**config.mk**
```make
export PLATFORM = sky130hd
export DESIGN_NAME = bus_tx_ctrl_flat
export DESIGN_NICKNAME = d
export VERILOG_FILES = /design/src/rtl/bus_tx_ctrl_if.sv /design/src/rtl/bus_tx_ctrl.sv /design/src/flat_wrapper.sv
export SDC_FILE = /design/constraint.sdc
export NUM_CORES = 1
export LEC_CHECK = 0
export BUFFER_PORTS_ARGS = -buffer_cell sky130_fd_sc_hd__buf_2
export CORE_UTILIZATION = 53
export DETAILED_ROUTE_END_ITERATION = 16
export GPL_ROUTABILITY_DRIVEN = 1
export PLACE_DENSITY_LB_ADDON = 0.15
export SYNTH_ARGS = -nofsm -noshare
export SYNTH_HDL_FRONTEND = slang
export SYNTH_SLANG_ARGS = --single-unit
export TNS_END_PERCENT = 10
```
**constraint.sdc**
```tcl
create_clock -name clk -period 2.2 [get_ports clk]
set_clock_uncertainty 0.2 [all_clocks]
set_input_delay 0.22 -clock clk [delete_from_list [all_inputs] [get_ports clk]]
set_output_delay 0.22 -clock clk [all_outputs]
set_load 0.005 [all_outputs]
```
**src/rtl/bus_tx_ctrl_if.sv**
```systemverilog
// Signal bundle between a word source, the bus arbiter and bus_tx_ctrl.
// Word handshake: tx_data is taken on a rising edge where tx_valid && tx_ready are both high;
// tx_valid/tx_data may be held or changed freely while tx_ready is low.
interface bus_tx_ctrl_if #(
  parameter int WIDTH = 8
);
  logic [WIDTH-1:0] tx_data;
  logic             tx_valid;
  logic             tx_ready;
  logic             bus_req;
  logic             bus_gnt;
  logic             data_out;
  logic             data_enable_low;
  logic             done;
  logic             abort;

  // master: the transmit controller itself; slave: word source plus arbiter side
  modport master (
    input  tx_data, tx_valid, bus_gnt,
    output tx_ready, bus_req, data_out, data_enable_low, done, abort
  );

  modport slave (
    output tx_data, tx_valid, bus_gnt,
    input  tx_ready, bus_req, data_out, data_enable_low, done, abort
  );
endinterface

```
**src/rtl/bus_tx_ctrl.sv**
```systemverilog
// Upstream controller for the shared 1-bit tristate bus: takes a word, requests the bus,
// shifts the word out LSB-first while enabled, then releases the bus for a turnaround gap.
module bus_tx_ctrl #(
  parameter int WIDTH      = 8,
  parameter int TURNAROUND = 2
) (
  input  logic               clk,
  input  logic               rst,
  bus_tx_ctrl_if.master      bus,
  output logic [1:0]         dbg_state
);

  typedef enum logic [1:0] {
    IDLE  = 2'd0,
    REQ   = 2'd1,
    DRIVE = 2'd2,
    TURN  = 2'd3
  } state_t;

  localparam int CW = (WIDTH > 1) ? $clog2(WIDTH) : 1;
  localparam int TW = (TURNAROUND > 1) ? $clog2(TURNAROUND) : 1;
  localparam logic [CW-1:0] LAST_BIT  = CW'(WIDTH - 1);
  localparam logic [TW-1:0] LAST_TURN = TW'(TURNAROUND - 1);

  state_t           state;
  logic [WIDTH-1:0] shreg;
  logic [CW-1:0]    bit_cnt;
  logic [TW-1:0]    turn_cnt;

  assign bus.tx_ready = (state == IDLE);
  assign dbg_state    = state;

  always_ff @(posedge clk or posedge rst) begin
    if (rst) begin
      state               <= IDLE;
      shreg               <= '0;
      bit_cnt             <= '0;
      turn_cnt            <= '0;
      bus.bus_req         <= 1'b0;
      bus.data_out        <= 1'b0;
      bus.data_enable_low <= 1'b1;
      bus.done            <= 1'b0;
      bus.abort           <= 1'b0;
    end else begin
      bus.done  <= 1'b0;
      bus.abort <= 1'b0;
      unique case (state)
        IDLE: begin
          if (bus.tx_valid) begin
            shreg       <= bus.tx_data;
            bus.bus_req <= 1'b1;
            state       <= REQ;
          end
        end

        REQ: begin
          // bit 0 goes on the bus in the cycle right after the grant edge
          if (bus.bus_gnt) begin
            bus.data_enable_low <= 1'b0;
            bus.data_out        <= shreg[0];
            shreg               <= shreg >> 1;
            bit_cnt             <= '0;
            state               <= DRIVE;
          end
        end

        DRIVE: begin
          // the edge ending the last bit completes the word even if the grant drops there
          if (bit_cnt == LAST_BIT || !bus.bus_gnt) begin
            bus.done            <= (bit_cnt == LAST_BIT);
            bus.abort           <= (bit_cnt != LAST_BIT);
            bus.data_enable_low <= 1'b1;
            bus.data_out        <= 1'b0;
            bus.bus_req         <= 1'b0;
            shreg               <= '0;
            turn_cnt            <= '0;
            state               <= TURN;
          end else begin
            bus.data_out <= shreg[0];
            shreg        <= shreg >> 1;
            bit_cnt      <= bit_cnt + 1'b1;
          end
        end

        TURN: begin
          if (turn_cnt == LAST_TURN) begin
            state <= IDLE;
          end else begin
            turn_cnt <= turn_cnt + 1'b1;
          end
        end
      endcase
    end
  end

endmodule

```
**src/flat_wrapper.sv**
```systemverilog
// flat-port wrapper written by rule: the top's interface ports become plain ports
module bus_tx_ctrl_flat 
#(
  parameter int WIDTH      = 8,
  parameter int TURNAROUND = 2
)
  (clk, rst, dbg_state, bus_tx_data, bus_tx_valid, bus_bus_gnt, bus_tx_ready, bus_bus_req, bus_data_out, bus_data_enable_low, bus_done, bus_abort);
  bus_tx_ctrl_if #(.WIDTH(WIDTH)) bus_i ();
  input  logic clk;
  input  logic rst;
  output logic [1:0] dbg_state;
  input wire logic [$bits(bus_i.tx_data)-1:0] bus_tx_data;
  input wire logic [$bits(bus_i.tx_valid)-1:0] bus_tx_valid;
  input wire logic [$bits(bus_i.bus_gnt)-1:0] bus_bus_gnt;
  output wire logic [$bits(bus_i.tx_ready)-1:0] bus_tx_ready;
  output wire logic [$bits(bus_i.bus_req)-1:0] bus_bus_req;
  output wire logic [$bits(bus_i.data_out)-1:0] bus_data_out;
  output wire logic [$bits(bus_i.data_enable_low)-1:0] bus_data_enable_low;
  output wire logic [$bits(bus_i.done)-1:0] bus_done;
  output wire logic [$bits(bus_i.abort)-1:0] bus_abort;
  assign bus_i.tx_data = bus_tx_data;
  assign bus_i.tx_valid = bus_tx_valid;
  assign bus_i.bus_gnt = bus_bus_gnt;
  assign bus_tx_ready = bus_i.tx_ready;
  assign bus_bus_req = bus_i.bus_req;
  assign bus_data_out = bus_i.data_out;
  assign bus_data_enable_low = bus_i.data_enable_low;
  assign bus_done = bus_i.done;
  assign bus_abort = bus_i.abort;
  bus_tx_ctrl #(.WIDTH(WIDTH), .TURNAROUND(TURNAROUND)) u_core (.clk(clk), .rst(rst), .bus(bus_i), .dbg_state(dbg_state));
endmodule
```
==> impl_metrics.py, run 1 <==
metrics = {
    "synthesis": {
        "yosysMostFrequentCell": "dfrtp_1",
        "ys_ff_latch": 19,
        "yosysTopAreaCell": "dfrtp_1",
        "synth_area_per_cell_sq_um": 11.7,
        "synth.area.top_cells": "dfrtp_1 (42%), ha_1 (7.1%), a2111oi_0 (5.8%)",
        "synth_edf_count": 0,
        "async_flop_share_pct": 100,
        "synth_cells": 91,
        "synth_warnings": 0,
        "synth_top_area_share_pct": 42.5,
        "ys_seq_area_share_pct": 44.9,
        "synthesis.nets": 109,
        "synth_common_cells": "dfrtp_1 (18), a2111oi_0 (7), a2bb2oi_1 (7), o211ai_1 (7), ha_1 (6)",
        "synth_area_sq_um": 1060,
        "synthDistinctLibCells": 32,
        "synth_flop_cell": "dfrtp_1",
    },
    "final_layout": {
        "finalInstanceArea_sq_um": 1250,
        "fin_nets": 134,
        "drive_gt1_share_pct": 33.9,
        "antenna_cells": 0,
        "syn_to_final_growth_pct": 17.6,
        "layout.cells.non_filler": 140,
    },
    "grt": {
        "grt.overflow.total": 0,
        "grt_pass1_wl_microns": 3580,
        "grt_pass1_vias": 787,
        "grt_max_degree": 20,
        "track_usage_pct": 23.8,
        "antenna_found_initial": 0,
    },
    "placed_design": {
        "hpwl_microns": 1580,
        "place_inst": 134,
        "placed_area_sq_um": 1200,
        "gp_congestion": 0.834,
        "io_buffers": 19,
    },
    "status": {
        "status": "completed",
    },
    "die": {
        "die_h_microns": 46.7,
        "die-area_sq_um": 2180,
        "core.rowCount": 15,
        "die_w_microns": 46.7,
        "core_sq_um": 1800,
        "start_util_pct": 58.9,
        "io_pins": 20,
    },
    "clocking": {
        "tritoncts": "built",
        "post_cts_buffers": 0,
        "cts_root_buffer": "clkbuf_4",
        "numCtsBuffers": 3,
        "cts.path.max_buffers": 2,
        "clock_latency_ns": 0.30,
        "cts.sinks": 19,
        "h-tree-depth": 1,
        "cts.clk_slew.worst_paths_ns": 0.11,
    },
    "pwr": {
        "power_density_nw_per_um2": 1500,
        "leakage_nw": 0.589,
        "peakVddDrop_mv": 0.944,
    },
    "sta": {
        "max_freq_ghz": 0.483,
        "slew_viol_final": 0,
        "min_period_over_period_pct": 94.1,
        "setup_viol": 0,
        "post-route-min-period_ns": 2.07,
        "max_slew.worst_pin.slew_ns": 0.701,
        "max_slew_margin_pct": 53.2,
        "hold_viol": 0,
        "rsz0062_at_grt": "false",
        "setup-tns-final_ns": 0,
        "fin_hold_ws_ns": 0.0420,
    },
    "critical_path": {
        "crit_type": "flop to flop",
        "critPathCaptureType": "flop",
        "r2r_setup_slack_ns": 0.13,
        "cp_data_arrival_time_ns": 2.10,
        "critPathMaxFanout": 9,
        "critical_path.startpoint_type": "flop",
        "crit_required_ns": 2.23,
    },
    "route": {
        "routed_wl_microns": 2150,
        "drc_errors": 0,
        "ant_nets": 0,
        "via_count": 850,
        "first_pass_iters": 4,
        "post_drt_wl_per_cell_microns": 15.4,
        "drt_iter0_markers": 16,
        "via_per_inst": 6.07,
    },
    "flow_run": {
        "drv_cap": 0,
    },
    "hold_path": {
        "hp-class": "input port to flop",
    },
}
state kept, by name, indices dropped and copies added, names as in the netlist:
signal / flops
u_core.bus.abort: 1
u_core.bus.done: 1
u_core.bus.data_out: 1
u_core.bus.data_enable_low: 1
u_core.turn_cnt: 1
u_core.bus.bus_req: 1
u_core.shreg: 8
u_core.dbg_state: 2
u_core.bit_cnt: 3
worst max-delay path, cell delays in order, from the launching register on:
cell       delay, ns
dfrtp_1         0.39
ha_1            0.16
ha_1            0.25
and3b_1         0.34
a2111oi_4       0.43
mux2i_1         0.23
cell families (layout without fill, tap and decap cells):
family | after synthesis | in the layout | synth area share [%]
buffers and inverters | 12 | 36 | 5.07
muxes | 4 | 4 | 4.01
DFF | 19 | 19 | 44.9
AOI/OAI and AO/OA | 39 | 39 | 30.9
and+or+nand+nor | 11 | 11 | 8.02
adders and majority gates | 6 | 6 | 7.08
layout by cell type, fill, tap and decap left out, drive strengths merged, types with 2 or more instances in the layout:
cell type    count
buf             25
dfrtp           18
a2111oi          8
o211ai           7
a2bb2oi          7
ha               6
inv              5
a22o             5
o21ai            4
nor2b            4
clkbuf           3
a21oi            2
mux2i            2
nor2             2
dlygate4sd3      2
mux2             2
repair_timing:
item | 4_1_cts | 5_1_grt
hold buffers | 2 | 0
endpoints found under the hold margin | 19 | 0
endpoints found under the setup margin | 0 | 8
resized for setup | 0 | 1
final cells by class:
type | instances | area (sq um)
sequential | 19 | 477
inverter | 5 | 18.8
tap | 25 | 31.3
fill | 143 | 554
clock inverter | 1 | 5.00
clock buffer | 3 | 22.5
multi-input combinational | 60 | 533
timing repair buffer | 27 | 160
final timing paths:
| kind | depth (start not counted) | start | end |
|---|---|---|---|
| worst max-delay path | 5 | u_core.bit_cnt[0] | u_core.dbg_state[1] |
| worst min-delay path | 3 | bus_tx_data[5] | u_core.shreg[5] |
| worst max register to register | 5 | u_core.bit_cnt[0] | u_core.dbg_state[1] |
| worst min register to register | 1 | u_core.shreg[7] | u_core.shreg[7] |
| max in group asynchronous | 3 | rst | u_core.bit_cnt[0] |
| min in group asynchronous | 3 | rst | u_core.shreg[2] |
where the power goes:
part	switching [mW]	leakage, nW	internal [mW]
clock network	0.106	0.0177	0.0678
registers	0.109	0.231	0.520
logic	0.544	0.340	0.526
metrics by stage:
stage	setup WS, ns	power (mW)	util, %
final	0.130	1.87	69.2
after global routing	0.0116	2.04	69.2
after CTS	0.0367	1.88	69.1
after detailed placement	0.0609	1.70	66.5
after global placement	0.179	1.66	66.5
after floorplan	0.252	1.38	-
layer usage:
layer  routed length [microns]  up-vias  global-route usage [%]
met2                      1020       30                    36.1
li1                          -      403                       -
met5                         0        -                       0
met4                        19        0                    8.00
met3                        99        4                    6.92
met1                      1010      413                    33.0
No activity file was read; power rests on OpenSTA's default activity.
==> inputs of run 2 (changes only) <==
ABC_AREA = 1   (was default)
CORE_UTILIZATION = 54   (was 53)
SLEW_MARGIN = 20   (was default)
==> run 2 against run 1 <==
Effect of this change:
- cell count increased by 43%
- cell area is 1.8% higher
- synthesized cell count up 66%
- global-route usage is 2.5 points lower
- worst setup slack better by 0.25 ns
- first-iteration DRC count is 31% lower
- die area rose by 1.8%
- critical path depth rose by 2
- critical path type unchanged
- largest power group unchanged
==> impl_metrics.py, run 2 <==
metrics = {
    "status": {
        "status": "completed",
    },
    "die": {
        "core.rowCount": 15,
        "start_util_pct": 60.5,
        "die_h_microns": 47.2,
        "die_w_microns": 47.2,
        "core_sq_um": 1820,
        "die-area_sq_um": 2220,
        "io_pins": 20,
    },
    "flow_run": {
        "drv_cap": 0,
    },
    "route": {
        "via_count": 918,
        "routed_wl_microns": 1990,
        "drc_errors": 0,
        "via_per_inst": 4.59,
        "post_drt_wl_per_cell_microns": 9.97,
        "first_pass_iters": 4,
        "ant_nets": 0,
        "drt_iter0_markers": 11,
    },
    "critical_path": {
        "critPathMaxFanout": 7,
        "reg2reg_depth": 7,
        "crit_type": "flop to flop",
        "cp_data_arrival_time_ns": 1.85,
        "crit_slowest_cell": "dfrtp_1",
        "cp_slowest_stage_delay_ns": 0.41,
        "regToRegStartpoint": "u_core.bit_cnt[0]",
        "timing.rr.end": "u_core.shreg[2]",
        "cp_top_family": "simple AND/OR/NAND/NOR gates",
        "critPathBufInv": 1,
        "crit_required_ns": 2.23,
        "worstSetupPathDepth": 7,
        "critical_path.startpoint_type": "flop",
        "cp_cell_sequence": "ha_1 -> ha_1 -> inv_1 -> nand3_1 -> nand2_1 -> nand2_1 -> a21oi_1",
        "crit_path_end": "u_core.shreg[2]",
        "crit_start": "u_core.bit_cnt[0]",
        "critPathCaptureType": "flop",
        "r2r_setup_slack_ns": 0.38,
    },
    "sta": {
        "setup-tns-final_ns": 0,
        "max_freq_ghz": 0.548,
        "max_slew_margin_pct": 52.4,
        "setup_viol": 0,
        "hold_viol": 0,
        "post-route-min-period_ns": 1.82,
        "slew_viol_final": 0,
        "max_slew.worst_pin.slew_ns": 0.713,
        "rsz0062_at_grt": "false",
        "min_period_over_period_pct": 82.9,
    },
    "grt": {
        "track_usage_pct": 21.3,
        "grt_max_degree": 20,
        "grt.overflow.total": 0,
        "antenna_found_initial": 0,
        "grt_pass1_vias": 785,
        "grt_pass1_wl_microns": 3240,
    },
    "clocking": {
        "cts_resized": 0,
        "tritoncts": "built",
        "cts.sinks": 19,
        "numCtsBuffers": 3,
        "cts.clk_slew.worst_paths_ns": 0.11,
        "cts.path.max_buffers": 2,
        "clock_latency_ns": 0.30,
        "h-tree-depth": 1,
        "post_cts_buffers": 0,
        "cts_root_buffer": "clkbuf_4",
    },
    "final_layout": {
        "final_cell_mix": "nand2_1 (42), inv_1 (40), buf_2 (19)",
        "top_register": "u_core.shreg",
        "final_common_cell": "nand2_1",
        "finalInstanceArea_sq_um": 1270,
        "antenna_cells": 0,
        "fin_nets": 194,
        "drive_gt1_share_pct": 16.6,
        "syn_to_final_growth_pct": 15.3,
        "largest_register_ffs": 8,
    },
    "synthesis": {
        "synth_edf_count": 0,
        "yosysTopAreaCell": "dfrtp_1",
        "synth_common_cells": "nand2_1 (42), inv_1 (40), dfrtp_1 (18)",
        "synth_area_sq_um": 1100,
        "async_flop_share_pct": 100,
        "synth.area.top_cells": "dfrtp_1 (41%), nand2_1 (14%), inv_1 (14%)",
        "synth_cells": 151,
        "ys_ff_latch": 19,
        "synthesis.nets": 169,
        "yosysMostFrequentCell": "nand2_1",
        "synthDistinctLibCells": 22,
        "ys_seq_area_share_pct": 43.3,
        "synth_area_per_cell_sq_um": 7.29,
        "synth_flop_cell": "dfrtp_1",
        "synth_warnings": 0,
        "synth_top_area_share_pct": 40.9,
    },
    "placed_design": {
        "hpwl_microns": 1480,
        "gp_congestion": 0.782,
        "io_buffers": 19,
        "placed_area_sq_um": 1200,
    },
    "pwr": {
        "leakage_nw": 0.835,
        "power_density_nw_per_um2": 1370,
        "peakVddDrop_mv": 1.20,
    },
    "hold_path": {
        "hp-class": "input port to flop",
    },
}
## run 2: cell count changes in the layout (fill, tap and decap cells not counted), sizes merged, moves of 6 or more
cell	previous run	this run
nor2	2	16
buf	25	19
a2111oi	8	0
a2bb2oi	7	0
nand2	0	43
inv	5	41
o211ai	7	0
## run 2: power by group
part / total [mW] / internal [mW] / leakage [nW] / switching, mW
registers: 0.593 / 0.510 / 0.235 / 0.0835
clock network: 0.181 / 0.0707 / 0.0150 / 0.111
logic: 0.964 / 0.360 / 0.585 / 0.604
total: 1.74 / 0.940 / 0.835 / 0.798
## run 2: kinds of logic (layout without fill, tap and decap cells)
group | after synthesis | count (layout) | synth area share, %
simple gates | 64 | 64 | 24.3
flops | 19 | 19 | 43.3
compound gates | 17 | 17 | 8.52
buf+inv | 44 | 68 | 16.1
fa+ha+maj | 6 | 6 | 6.82
mux | 1 | 1 | 0.909
## run 2: cell type report
type	count	area (sq um)
inverter	41	154
multi-input combinational	88	447
timing repair buffer	23	135
tap	25	31.3
clock buffer	4	26.3
sequential	19	477
fill	159	551
## run 2: timing repair
action / CTS / global route
endpoints found under the setup margin: 0 / 0
hold buffers: 4 / 0
endpoints found under the hold margin: 21 / 0
## run 2: worst min-delay path by stage
stage	from	to	cells past startpoint
floorplan	rst	u_core.bit_cnt[0]	1
global placement	rst	u_core.shreg[1]	2
detailed placement	rst	u_core.shreg[1]	2
CTS	bus_tx_data[6]	u_core.shreg[6]	5
global route	bus_tx_data[6]	u_core.shreg[6]	5
finish	bus_tx_data[6]	u_core.shreg[6]	5
## run 2: worst reg2reg max path, cell delays in order, from the launching register on
cell and delay (ns):
dfrtp_1 0.41, ha_1 0.22, ha_1 0.22, inv_1 0.06
nand3_1 0.15, nand2_1 0.24, nand2_1 0.09, a21oi_1 0.17
## run 2: metal layers
layer | up-vias | part of all wire (%) | global-route usage (%)
met5 | - | 0 | 0
met4 | 0 | 2.2 | 10.3
met3 | 5 | 3.3 | 3.46
met2 | 22 | 46 | 35.0
met1 | 408 | 49 | 27.4
li1 | 483 | - | -
## run 2: stage by stage
stage | utilization [%] | hold slack [ns] | std cells | worst slack, ns | total power, mW
CTS | 69.8 | 0.0617 | 200 | 0.356 | 1.75
global route | 69.8 | 0.0750 | 200 | 0.232 | 1.93
global placement | 66.1 | 0.174 | 192 | 0.469 | 1.52
finish | 69.8 | 0.0657 | 200 | 0.376 | 1.74
detailed placement | 66.1 | 0.171 | 192 | 0.393 | 1.56
floorplan | - | -0.0296 | 151 | 0.633 | 1.38
==> inputs of run 3 (changes only) <==
clock period = 1.8 ns   (was 2.2 ns; I/O delays follow)
==> run 3 against run 2 <==
Effect of this change:
- first-iteration DRC count is 82% higher
- combinational power rose by 28%
- sequential share of layout area shrank 1.0 points
- global-route usage up 1.5 points
- largest cell class unchanged
- non-clock buffer count rose by 2
- cell count increased by 1.0%
- largest power group unchanged
==> impl_metrics.py, run 3 (same netlist as run 2, synthesis figures left out) <==
metrics = {
    "status": {
        "status": "completed",
    },
    "pwr": {
        "p_sw_mw": 1.02,
        "leakage_nw": 0.843,
        "internal_power_mw": 1.17,
        "clkPwrFrac_pct": 10.9,
        "combPwrFrac_pct": 56.1,
        "power_frac_seq_pct": 33.0,
        "peakVddDrop_mv": 1.49,
        "switching_share_pct": 46.6,
        "total_power_mw": 2.19,
        "power_density_nw_per_um2": 1680,
    },
    "sta": {
        "rsz0062_at_grt": "true",
        "min_period_over_period_pct": 94.9,
        "slew_viol_final": 0,
        "max_freq_ghz": 0.585,
        "post-route-min-period_ns": 1.71,
        "max_slew.worst_pin.slew_ns": 0.349,
        "hold_viol": 0,
        "setup_viol": 0,
        "setup-tns-final_ns": 0,
        "max_slew_margin_pct": 76.6,
    },
    "clocking": {
        "clock_latency_ns": 0.32,
        "cts.path.max_buffers": 2,
        "numCtsBuffers": 3,
        "cts_root_buffer": "clkbuf_4",
        "h-tree-depth": 1,
        "post_cts_buffers": 0,
        "cts.sinks": 19,
        "tritoncts": "built",
        "cts.clk_slew.worst_paths_ns": 0.12,
    },
    "placed_design": {
        "io_buffers": 19,
        "hpwl_microns": 1490,
        "place_inst": 193,
        "placed_area_sq_um": 1210,
        "gp_congestion": 0.781,
    },
    "die": {
        "core.rowCount": 15,
        "die_w_microns": 47.2,
        "die-area_sq_um": 2220,
        "die_h_microns": 47.2,
        "io_pins": 20,
        "start_util_pct": 60.5,
        "core_sq_um": 1820,
    },
    "route": {
        "drt_iter0_markers": 20,
        "routed_wl_microns": 2140,
        "via_count": 918,
        "post_drt_wl_per_cell_microns": 10.6,
        "via_per_inst": 4.54,
        "ant_nets": 0,
        "first_pass_iters": 4,
        "drc_errors": 0,
    },
    "critical_path": {
        "crit_path_end": "u_core.bus.data_enable_low",
        "crit_start": "u_core.bit_cnt[0]",
        "r2r_setup_slack_ns": 0.09,
        "cp_data_arrival_time_ns": 1.78,
        "critical_path.startpoint_type": "flop",
        "reg2reg_depth": 7,
        "crit_slowest_cell": "dfrtp_1",
        "timing.rr.end": "u_core.bus.data_enable_low",
        "cp_cell_sequence": "ha_1 -> ha_1 -> inv_1 -> nand3_2 -> inv_1 -> o21ai_0 -> nand2_1",
        "cp_slowest_stage_delay_ns": 0.42,
        "critPathCaptureType": "flop",
        "crit_required_ns": 1.87,
        "regToRegStartpoint": "u_core.bit_cnt[0]",
        "critPathMaxFanout": 5,
        "crit_type": "flop to flop",
    },
    "grt": {
        "grt_pass1_vias": 811,
        "antenna_found_initial": 0,
        "grt_pass1_wl_microns": 3340,
        "grtUsageMet2_pct": 33.9,
        "grt.overflow.total": 0,
        "grt_max_degree": 20,
        "use_met3_pct": 4.62,
        "track_usage_pct": 22.8,
        "grtUsageMet1_pct": 30.3,
        "top_usage_layer": "met2",
    },
    "final_layout": {
        "final_common_cell": "nand2_1",
        "finalInstanceArea_sq_um": 1310,
        "antenna_cells": 0,
        "fin_nets": 196,
        "largest_register_ffs": 8,
        "top_register": "u_core.shreg",
        "syn_to_final_growth_pct": 18.6,
        "layout.cells.non_filler": 202,
        "final_cell_mix": "nand2_1 (41), inv_1 (40), buf_2 (19)",
        "drive_gt1_share_pct": 19.2,
        "finish.utilization_pct": 71.8,
    },
    "flow_run": {
        "drv_cap": 0,
    },
    "hold_path": {
        "hp-class": "input port to flop",
    },
}
==> run 3: repair_timing <==
| item | in CTS | in global routing |
|---|---|---|
| resized for setup | 1 | 3 |
| endpoints found under the hold margin | 23 | 0 |
| hold buffers | 5 | 0 |
| setup endpoints to repair | 6 | 9 |
| pin swaps | 0 | 1 |
==> run 3: area by class of cell <==
class	count	area (sq um)
clock inverters	1	7.51
clock buffers	3	22.5
fillers	161	514
well taps	25	31.3
repair buffers	25	153
inverters	41	154
flip-flops and latches	19	477
multi-input cells	88	462
==> run 3: worst min-delay path by stage <==
stage                              start                 to  cells after the start
after global placement               rst    u_core.shreg[1]                      3
final                     bus_tx_data[2]    u_core.shreg[2]                      5
after CTS                 bus_tx_data[2]    u_core.shreg[2]                      5
after global routing      bus_tx_data[2]    u_core.shreg[2]                      5
after floorplan                      rst  u_core.bit_cnt[0]                      1
after detailed placement             rst    u_core.shreg[1]                      3
==> run 3: power groups by stage <==
stage          Clock (mW)  Sequential [mW]  Combinational (mW)
2_1_floorplan           0            0.718               0.972
3_3_place_gp            0            0.724                1.13
3_5_place_dp            0            0.735                1.17
4_1_cts             0.246            0.723                1.20
5_1_grt             0.259            0.737                1.41
6_report            0.239            0.722                1.23
==> run 3: metrics by stage <==
stage | hold slack [ns] | worst slack, ns
2_1_floorplan | -0.0696 | 0.233
3_3_place_gp | 0.0120 | 0.0660
3_5_place_dp | 0.0184 | -0.00640
4_1_cts | 0.000871 | 0.0277
5_1_grt | 0.0368 | -0.0233
6_report | 0.00549 | 0.0909
==> run 3: per-layer routing <==
metal  routed length [microns]  vias to the layer above
met5                         0                        -
met2                       983                       21
li1                          -                      491
met1                      1030                      401
met3                        67                        5
met4                        54                        0
==> run 3: critical path, delay by kind of cell, from the launching register on <==
kind / cells / cell delay (ns)
flip-flops: 1 / 0.42
AND/OR/NAND/NOR: 2 / 0.20
buffers and inverters: 2 / 0.28
AO/OA/AOI/OAI: 1 / 0.12
adder cells (fa/ha/maj): 2 / 0.44
